==> src/rtl/fetch_unit.sv <==
// rtl/fetch_unit.sv - instruction fetch responder: PC, memory req/ack handshake, IR, timeout
module fetch_unit #(
    parameter int ADDR_W   = 8,
    parameter int DATA_W   = 16,
    parameter int RESET_PC = 0,
    parameter int TIMEOUT  = 15
) (
    input  logic              clk,
    input  logic              rst_n,
    input  logic              fetch_en,
    input  logic              exec_en,
    input  logic              branch_taken,
    input  logic [ADDR_W-1:0] branch_target,
    output logic              mem_req,
    output logic [ADDR_W-1:0] mem_addr,
    input  logic              mem_ack,
    input  logic [DATA_W-1:0] mem_rdata,
    output logic [DATA_W-1:0] ir,
    output logic [ADDR_W-1:0] pc,
    output logic              instr_valid,
    output logic              fetch_busy,
    output logic              fetch_err
);

    typedef enum logic [0:0] {
        S_IDLE = 1'b0,
        S_REQ  = 1'b1
    } state_t;

    // Last wait-counter value before the request is abandoned.
    localparam logic [7:0]        WAIT_LAST = 8'(TIMEOUT - 1);
    localparam logic [ADDR_W-1:0] PC_INIT   = ADDR_W'(RESET_PC);

    state_t            state_q, state_d;
    logic [ADDR_W-1:0] pc_q, pc_d;
    logic [ADDR_W-1:0] mem_addr_q, mem_addr_d;
    logic              mem_req_q, mem_req_d;
    logic [DATA_W-1:0] ir_q, ir_d;
    logic              instr_valid_q, instr_valid_d;
    logic              fetch_err_q, fetch_err_d;
    logic [7:0]        wait_cnt_q, wait_cnt_d;

    // Next-state and registered-output decode for the fetch handshake.
    always_comb begin
        state_d       = state_q;
        pc_d          = pc_q;
        mem_addr_d    = mem_addr_q;
        mem_req_d     = mem_req_q;
        ir_d          = ir_q;
        instr_valid_d = 1'b0;
        fetch_err_d   = fetch_err_q;
        wait_cnt_d    = wait_cnt_q;

        case (state_q)
            S_IDLE: begin
                wait_cnt_d = 8'd0;
                if (fetch_en) begin
                    state_d    = S_REQ;
                    mem_req_d  = 1'b1;
                    mem_addr_d = pc_q;
                end
            end
            S_REQ: begin
                if (mem_ack) begin
                    // An ack on the final wait cycle still counts as success.
                    ir_d          = mem_rdata;
                    instr_valid_d = 1'b1;
                    pc_d          = pc_q + ADDR_W'(1);
                    mem_req_d     = 1'b0;
                    wait_cnt_d    = 8'd0;
                    state_d       = S_IDLE;
                end else if (wait_cnt_q == WAIT_LAST) begin
                    // Abandon the request and hand a NOP to the core.
                    ir_d          = '0;
                    instr_valid_d = 1'b1;
                    fetch_err_d   = 1'b1;
                    mem_req_d     = 1'b0;
                    wait_cnt_d    = 8'd0;
                    state_d       = S_IDLE;
                end else begin
                    wait_cnt_d = wait_cnt_q + 8'd1;
                end
            end
            default: begin
                state_d   = S_IDLE;
                mem_req_d = 1'b0;
            end
        endcase

        // A taken branch overrides any increment; mem_addr is left alone.
        if (exec_en && branch_taken) begin
            pc_d = branch_target;
        end
    end

    // State and datapath registers with asynchronous reset.
    always_ff @(posedge clk or negedge rst_n) begin
        if (!rst_n) begin
            state_q       <= S_IDLE;
            pc_q          <= PC_INIT;
            mem_addr_q    <= PC_INIT;
            mem_req_q     <= 1'b0;
            ir_q          <= '0;
            instr_valid_q <= 1'b0;
            fetch_err_q   <= 1'b0;
            wait_cnt_q    <= 8'd0;
        end else begin
            state_q       <= state_d;
            pc_q          <= pc_d;
            mem_addr_q    <= mem_addr_d;
            mem_req_q     <= mem_req_d;
            ir_q          <= ir_d;
            instr_valid_q <= instr_valid_d;
            fetch_err_q   <= fetch_err_d;
            wait_cnt_q    <= wait_cnt_d;
        end
    end

    assign mem_req     = mem_req_q;
    assign mem_addr    = mem_addr_q;
    assign ir          = ir_q;
    assign pc          = pc_q;
    assign instr_valid = instr_valid_q;
    assign fetch_err   = fetch_err_q;
    assign fetch_busy  = (state_q == S_REQ);

endmodule

==> config.mk <==
export PLATFORM = sky130hd
export DESIGN_NAME = fetch_unit
export DESIGN_NICKNAME = d
export VERILOG_FILES = /design/src/rtl/fetch_unit.sv
export SDC_FILE = /design/constraint.sdc
export NUM_CORES = 1
export LEC_CHECK = 0
export CORE_ASPECT_RATIO = 0.75
export CORE_MARGIN = 1.5
export CORE_UTILIZATION = 46
export CTS_CLUSTER_SIZE = 28
export DETAILED_ROUTE_END_ITERATION = 12
export MAX_ROUTING_LAYER = met4
export PLACE_DENSITY = 0.79
export SLEW_MARGIN = 20
export SYNTH_ARGS = -nofsm -noshare
export SYNTH_HDL_FRONTEND = slang
export SYNTH_SLANG_ARGS = --single-unit
==> constraint.sdc <==
create_clock -name clk -period 2.1 [get_ports clk]
set_clock_uncertainty 0.1 [all_clocks]
set_input_delay 0.42 -clock clk [delete_from_list [all_inputs] [get_ports clk]]
set_output_delay 0.42 -clock clk [all_outputs]
set_load 0.01 [all_outputs]
* Word-level counts from Yosys, hierarchy flattened
Index checks and enable logic that the tools add are counted.
Operators by class: add/subtract/negate cells 2, eq/ne operators 3, multiplexer cells 19, bitwise gates (word level) 2, reduce and logical (&&, ||, !) cells 9
Operators with widths (count):
- 2-to-1 mux 8 bit | 5
- 2-to-1 mux 16 bit | 2
- adder 8 x 1 -> 8 bit, second input constant | 2
- one-hot mux 8 bit (2 select lines) | 1
- 2-to-1 mux 1 bit | 9
- equality test 8 x 4 -> 1 bit, second input constant | 1
- AND reduction 2 bit | 4
- nonzero test 2 bit | 3
- one-hot mux 1 bit (2 select lines) | 2
- inequality test 3 x 2 -> 1 bit, second input constant | 1
- AND reduction 3 bit | 1
- inequality test 2 bit, second input constant | 1
- NOT 1 bit | 2
- logical AND 1 bit | 1
Storage, ports and cells: flip-flop bits (word level) 44, input port bits 30, output and inout bits 36, logic and storage cells 43

* Depth between registers and ports, before layout
Gate-level depths: netlist of run 1.
depth after elaboration 4, gate-level depth with buffers 6, mapped depth without buffers 5

* Worst setup path before layout of run 1
Ideal clock, no wire load.
path kind reg-to-reg, start point register wait_cnt_q[5], end point register ir_q[10] (netlist: ir[10]), setup time 0.124 ns, arrival 1.397 ns, data required time 1.876 ns, setup slack 0.480 ns, stages on the path, launching flop included 5, path buffers 1, clock period less this slack 1.620 ns, cells stage by stage dfrtp_1 -> or4_4 -> o21bai_4 -> buf_6 -> o21ai_2
Between the ends: word-level cells in the longest chain between the ends 3
Ends and longest elaborated chain:
- start, declared | RTL line 41 | logic [7:0] wait_cnt_q, wait_cnt_d;
- start signal, assigned | RTL line 115 | wait_cnt_q <= wait_cnt_d;
- equality test 8 x 4 -> 1 bit | RTL line 72 | end else if (wait_cnt_q == WAIT_LAST) begin
- nonzero test 2 bit (no line)
- AND reduction 2 bit (no line)
- end signal, assigned | RTL line 112 | ir_q <= ir_d;
- end, declared | RTL line 38 | logic [DATA_W-1:0] ir_q, ir_d;
Every way passes these cells. A chain may end at the register's enable or synchronous reset.

* Worst setup path in the final report of run 1
start point register state_q (netlist: fetch_busy), end point output port fetch_busy
RTL lines:
- start, declared | RTL line 34 | state_t state_q, state_d;
- start signal, assigned | RTL line 108 | state_q <= state_d;
- end, declared | RTL line 21 | output logic fetch_busy,
No word-level cell between the ends.

==> impl_metrics.py, run 1 <==
metrics = {
    "run_status": {
        "status": "finished clean",
    },
    "synthesis": {
        "synth.distinct_cells": 33,
        "async_flop_share_pct": 100,
        "ys_ff_latch": 44,
        "synth.avg_cell_area_sq_um": 10.7,
        "synth-seq-area-share_pct": 54.3,
        "synth_nets": 222,
        "synth_warnings": 0,
        "synthFlopType": "dfrtp_1",
        "netlist_area_sq_um": 2030,
        "netlist_instances": 189,
        "synth-edff-count": 0,
    },
    "clock_tree": {
        "cts_setup_buffers": 0,
        "cts_tree": "yes",
        "cts_hold_buffers": 1,
        "cts.sinks": 44,
        "clk_path_buf_depth": 2,
        "clockRootBuffer": "clkbuf_8",
        "clk_pin_slew_worst_paths_ns": 0.08,
        "post_cts_resize_count": 0,
        "clk_latency_ns": 0.29,
        "cts_made_buffers": 5,
        "htree_levels": 2,
    },
    "timing": {
        "setup_tns_ns": 0,
        "finalHoldViolCount": 0,
        "period_share_pct": 89.8,
        "maxSlewViolCount": 0,
        "tightest_slew_ns": 0.483,
        "report.final.setup_viol": 0,
        "period_minus_slack_ns": 1.89,
        "grt_setup_unrepaired": "no",
        "fmax_ghz": 0.530,
        "fin_ws_ns": 0.214,
        "slew_headroom_pct": 67.8,
    },
    "layout": {
        "nets": 293,
        "drive_gt1_share_pct": 13.0,
        "synthToLayoutAreaGrowth_pct": 40.4,
        "n_antenna_cell": 0,
    },
    "place": {
        "port-buffer-count": 65,
        "dpl.hpwl_mm": 3.25,
        "gp_congestion": 0.872,
        "dp_slack_ns": 0.150,
    },
    "critical_path": {
        "crit_required_ns": 1.58,
        "path_buf_inv": 1,
        "crit_type": "flop to primary output",
        "cp_max_fo": 9,
        "worst_setup_path_end_kind": "primary output",
        "crit_arrival_ns": 1.37,
        "cp_slowest_stage_delay_ns": 0.59,
        "cpLargestDelayFamily": "buffers and inverters",
        "crit_chain": "clkdlybuf4s50_1",
        "start_kind": "flop",
        "slowest_stage": "clkdlybuf4s50_1",
    },
    "die": {
        "start_util_pct": 49.2,
        "die_area_sq_um": 4820,
        "core_area_sq_um": 4130,
        "die_x_um": 79.7,
        "rows": 20,
        "io_pins": 66,
        "die_y_um": 60.5,
    },
    "drt": {
        "drc": 0,
        "avgViaCountPerCell": 5.20,
        "dr.pass1.iters": 4,
        "via_count": 1642,
        "drt_iter0_drc": 50,
        "totalWireLength_mm": 4.43,
        "wire_per_inst_um": 14.0,
        "final_antenna_net_count": 0,
    },
    "global_routing": {
        "grt_pass1_vias": 1562,
        "grt_overflow_total": 0,
        "antenna_found_initial": 0,
        "grt_pass1_wl_mm": 7.28,
        "grtUsageTotal_pct": 21.2,
        "grt_max_degree": 20,
    },
    "pwr": {
        "p_leak_uw": 0.00123,
        "powerDensity_nw_per_um2": 952,
        "vdd_drop_max_mv": 0.600,
        "p_sw_uw": 829,
        "clockPowerShare_pct": 19.9,
        "p_int_uw": 1880,
        "seq_power_share_pct": 43.4,
        "switching_share_pct": 30.5,
        "share_comb_of_total_power_pct": 36.7,
    },
    "job": {
        "cap_violations": 0,
    },
    "min_path": {
        "hold_path_class": "flop to flop",
    },
}
## cell type report
type / instances / area (sq um)
Clock buffer: 6 / 82.6
Clock inverter: 2 / 10.0
Fill cell: 347 / 1280
Inverter: 19 / 71.3
Multi-Input combinational cell: 119 / 822
Sequential cell: 44 / 1100
Tap cell: 55 / 68.8
Timing Repair Buffer: 71 / 693
## cells by family (layout without fill, tap and decap cells)
logic type,count (synthesis),after routing,synth area share (%)
compound gates,56,56,20.3
simple gates,47,47,11.8
buf+inv,26,98,5.24
fa+ha+maj,3,3,1.85
mux,8,8,4.38
xor+xnor,5,5,2.16
flops,44,44,54.3
## registers in the layout (all words and copies together) (netlist names)
signal       cells
instr_valid      1
fetch_busy       1
ir              16
mem_req          1
mem_addr         8
wait_cnt_q       8
fetch_err        1
pc               8
## cell usage in the layout, fill, tap and decap left out, types with 2 or more instances in the layout
cell type / instances
o21ai_2: 11
or3_1: 6
a31oi_1: 4
buf_4: 5
nand3_1: 7
ha_1: 3
nand4_1: 3
clkinv_2: 2
o21ai_0: 17
dfrtp_1: 44
and2_1: 3
clkdlybuf4s50_1: 64
clkbuf_8: 6
nor2_1: 10
inv_1: 19
or4_1: 2
nand2_1: 12
xor2_1: 2
a21oi_1: 2
xnor2_1: 3
a2bb2oi_1: 16
mux2_2: 7
## final timing paths
| check | from | endpoint | slack (ns) | depth (start not counted) |
|---|---|---|---|---|
| max | fetch_busy | fetch_busy | 0.21 | 1 |
| min | fetch_err | fetch_err | 0.37 | 1 |
| max reg2reg | wait_cnt_q[5] | mem_req | 0.31 | 4 |
| min reg2reg | fetch_err | fetch_err | 0.37 | 1 |
| max in group asynchronous | rst_n | pc[6] | 0.85 | 3 |
| min in group asynchronous | rst_n | wait_cnt_q[1] | 0.51 | 2 |
## stage by stage
step | cell area (sq um) | hold WS (ns) | power (uW) | cells | util (%)
global route | 2850 | 0.391 | 2880 | 316 | 69.0
floorplan | 2030 | 0.0244 | 1650 | 189 | -
global placement | 2750 | 0.273 | 2170 | 307 | 66.5
CTS | 2850 | 0.380 | 2740 | 316 | 69.0
finish | 2850 | 0.368 | 2710 | 316 | 69.0
detailed placement | 2750 | 0.282 | 2190 | 307 | 66.5
## synthesized netlist by cell type (all sizes together) (2+ instances only)
cell / n / area [sq um]
dfrtp: 44 / 1100
o21ai: 28 / 181
inv: 19 / 71.3
a2bb2oi: 16 / 140
nand2: 12 / 45.0
nor2: 10 / 37.5
mux2: 7 / 78.8
nand3: 7 / 35.0
or3: 6 / 37.5
a31oi: 4 / 25.0
clkbuf: 4 / 15.0
and2: 3 / 18.8
buf: 3 / 20.0
ha: 3 / 37.5
nand4: 3 / 18.8
or4: 3 / 26.3
xnor2: 3 / 26.3
a21oi: 2 / 10.0
o21bai: 2 / 26.3
xor2: 2 / 17.5
## per-layer routing
metal	track usage, %	vias to the layer above	part of all wire (%)
met3	5.41	6	6.5
met2	31.6	54	45
met1	27.8	780	47
met5	-	-	0
li1	-	802	-
met4	9.27	0	1.4
## power by group through the flow
stage | clock network [uW] | logic, uW | registers [uW]
after floorplan | 0 | 384 | 1260
after global placement | 0 | 983 | 1190
after detailed placement | 0 | 1000 | 1190
after CTS | 552 | 1010 | 1180
after global routing | 596 | 1080 | 1200
final | 540 | 995 | 1180
(Power assumes the default switching activity.)
==> inputs of run 2 (changes only) <==
--- a/config.mk
+++ b/config.mk
@@ -8,7 +8,6 @@
 export CORE_ASPECT_RATIO = 0.75
 export CORE_MARGIN = 1.5
 export CORE_UTILIZATION = 46
-export CTS_CLUSTER_SIZE = 28
 export DETAILED_ROUTE_END_ITERATION = 12
 export MAX_ROUTING_LAYER = met4
 export PLACE_DENSITY = 0.79
==> results of run 2 <==
The final DEF is identical to that of run 1; final timing and power are the same.
==> inputs of run 3 (changes only) <==
==> config.mk (replaced) <==
export PLATFORM = sky130hd
export DESIGN_NAME = fetch_unit
export DESIGN_NICKNAME = d
export VERILOG_FILES = /design/src/rtl/fetch_unit.sv
export SDC_FILE = /design/constraint.sdc
export NUM_CORES = 1
export LEC_CHECK = 0
export ABC_AREA = 1
export CORE_ASPECT_RATIO = 0.75
export CORE_UTILIZATION = 45
export DETAILED_ROUTE_END_ITERATION = 12
export MAX_ROUTING_LAYER = met4
export PLACE_DENSITY = 0.78
export SLEW_MARGIN = 20
export SYNTH_ARGS = -nofsm -noshare
export SYNTH_HDL_FRONTEND = slang
export SYNTH_SLANG_ARGS = --single-unit
export TNS_END_PERCENT = 10
==> impl_metrics.py, run 3 <==
metrics = {
    "drt": {
        "via_count": 1709,
        "wire_per_inst_um": 11.8,
        "totalWireLength_mm": 4.25,
        "drt_iter0_drc": 105,
        "avgViaCountPerCell": 4.75,
        "final_antenna_net_count": 0,
        "drc": 0,
        "dr.pass1.iters": 4,
    },
    "critical_path": {
        "start_kind": "flop",
        "crit_required_ns": 1.58,
        "ff2ff_path_depth": 7,
        "slowest_stage": "clkdlybuf4s50_1",
        "cp_max_fo": 7,
        "timing.rr.end": "wait_cnt_q[4]",
        "cp_slowest_stage_delay_ns": 0.59,
        "crit_arrival_ns": 1.35,
        "cpLargestDelayFamily": "buffers and inverters",
        "regToRegSetupSlack_ns": 0.56,
        "crit_chain": "clkdlybuf4s50_1",
        "worst_setup_path_end_kind": "primary output",
        "r2r_start": "wait_cnt_q[0]",
        "crit_type": "flop to primary output",
        "path_buf_inv": 1,
    },
    "layout": {
        "nets": 337,
        "multi_input_area_sq_um": 741,
        "synthToLayoutAreaGrowth_pct": 40.7,
        "instances_no_fill": 360,
        "final_cell_mix": "nand2_1, clkdlybuf4s50_1, dfrtp_1",
        "n_antenna_cell": 0,
        "nFillCells": 359,
        "regArea_sq_um": 1100,
        "largest_register_ff_count": 16,
        "final_common_cell": "nand2_1",
        "drive_gt1_share_pct": 5.90,
    },
    "die": {
        "io_pins": 66,
        "start_util_pct": 47.8,
        "rows": 20,
        "core_area_sq_um": 4100,
        "die_x_um": 78.2,
        "die_y_um": 59.2,
        "die_area_sq_um": 4630,
    },
    "clock_tree": {
        "clk_path_buf_depth": 2,
        "cts.sinks": 44,
        "cts_tree": "yes",
        "clockRootBuffer": "clkbuf_8",
        "clk_pin_slew_worst_paths_ns": 0.08,
        "post_cts_resize_count": 0,
        "clk_latency_ns": 0.28,
        "htree_levels": 2,
        "cts_setup_buffers": 0,
        "cts_made_buffers": 5,
        "cts_hold_buffers": 0,
    },
    "global_routing": {
        "grtUsageTotal_pct": 20.5,
        "grt_max_degree": 45,
        "grt_pass1_wl_mm": 7.11,
        "grt_pass1_vias": 1552,
        "antenna_found_initial": 0,
        "grt_overflow_total": 0,
    },
    "pwr": {
        "powerDensity_nw_per_um2": 929,
        "vdd_drop_max_mv": 0.481,
        "p_leak_uw": 0.00138,
    },
    "synthesis": {
        "synth-seq-area-share_pct": 56.2,
        "synth.distinct_cells": 23,
        "synth-edff-count": 0,
        "netlist_instances": 233,
        "synthMostInstantiatedCell": "nand2_1",
        "synth_top_area_share_pct": 56.2,
        "synth.avg_cell_area_sq_um": 8.41,
        "synth_top_area_cell": "dfrtp_1",
        "ys_ff_latch": 44,
        "netlist_area_sq_um": 1960,
        "synthFlopType": "dfrtp_1",
        "synth_nets": 266,
        "synth_warnings": 0,
        "synthTopCellsByArea": "dfrtp_1, nand2_1, nand3_1, inv_1, o21ai_0",
        "async_flop_share_pct": 100,
        "ys_top_cells_by_count": "nand2_1, dfrtp_1, inv_1",
    },
    "timing": {
        "maxSlewViolCount": 0,
        "grt_setup_unrepaired": "no",
        "setup_tns_ns": 0,
        "tightest_slew_ns": 0.535,
        "fmax_ghz": 0.535,
        "fin_ws_ns": 0.231,
        "report.final.setup_viol": 0,
        "slew_headroom_pct": 64.3,
        "period_minus_slack_ns": 1.87,
        "finalHoldViolCount": 0,
        "period_share_pct": 89.0,
    },
    "place": {
        "gp_congestion": 0.889,
        "dpl.hpwl_mm": 3.24,
        "port-buffer-count": 65,
        "dp_slack_ns": 0.270,
        "dp_cells": 352,
    },
    "run_status": {
        "status": "finished clean",
    },
    "min_path": {
        "hold_path_class": "input pin to asynchronous set/reset pin",
    },
    "job": {
        "cap_violations": 0,
    },
}
run 3: changes by cell type after synthesis, sizes merged, moves of 6 or more:
cell and change:
nand2 +81, a2bb2oi -16, o21ai -14, nor2 +10, nand3 +9, mux2 -6, or3 -6
run 3: cells by family after synthesis:
logic type      count (synthesis)  share of synthesized area [%]
flops                          44                           56.2
mux                             1                          0.574
xor+xnor                        2                          0.894
simple gates                  133                           27.3
fa+ha+maj                       3                           1.91
buf+inv                        27                           6.06
compound gates                 23                           7.08
run 3: area by class of cell:
cell class,count,area share (%)
Multi-Input combinational cell,162,26.8
Tap cell,55,2.49
Sequential cell,44,39.9
Timing Repair Buffer,69,24.5
Clock buffer,8,3.27
Inverter,22,2.99
run 3: power by group:
group / switching (uW) / internal, uW
combinational: 387 / 478
clock: 262 / 268
sequential: 140 / 1030
run 3: worst max path at each step:
stage                        from      to  slack, ns  cells after the start
floorplan           wait_cnt_q[0]  ir[10]       0.71                      8
global placement          mem_ack   pc[4]       0.31                      8
detailed placement   branch_taken   pc[0]       0.27                      6
CTS                         pc[2]   pc[2]       0.22                      1
global route                pc[3]   pc[3]       0.17                      1
finish                      pc[2]   pc[2]       0.23                      1
run 3: per-stage QoR:
stage | hold WS, ns | total power, uW | area (sq um) | utilization (%)
final | 0.0921 | 2560 | 2760 | 67.2
after global routing | 0.140 | 2730 | 2760 | 67.2
after CTS | 0.119 | 2580 | 2760 | 67.2
after detailed placement | 0.351 | 2050 | 2670 | 65.0
after global placement | 0.343 | 2030 | 2670 | 65.0
after floorplan | 0.0244 | 1530 | 1960 | -
run 3: layer usage:
layer	up-vias	part of all wire (%)	GRT usage, %
met5	-	0	-
met1	780	50	29.0
met2	55	44	30.3
met3	2	5.6	5.23
li1	872	-	-
met4	0	0.31	3.44
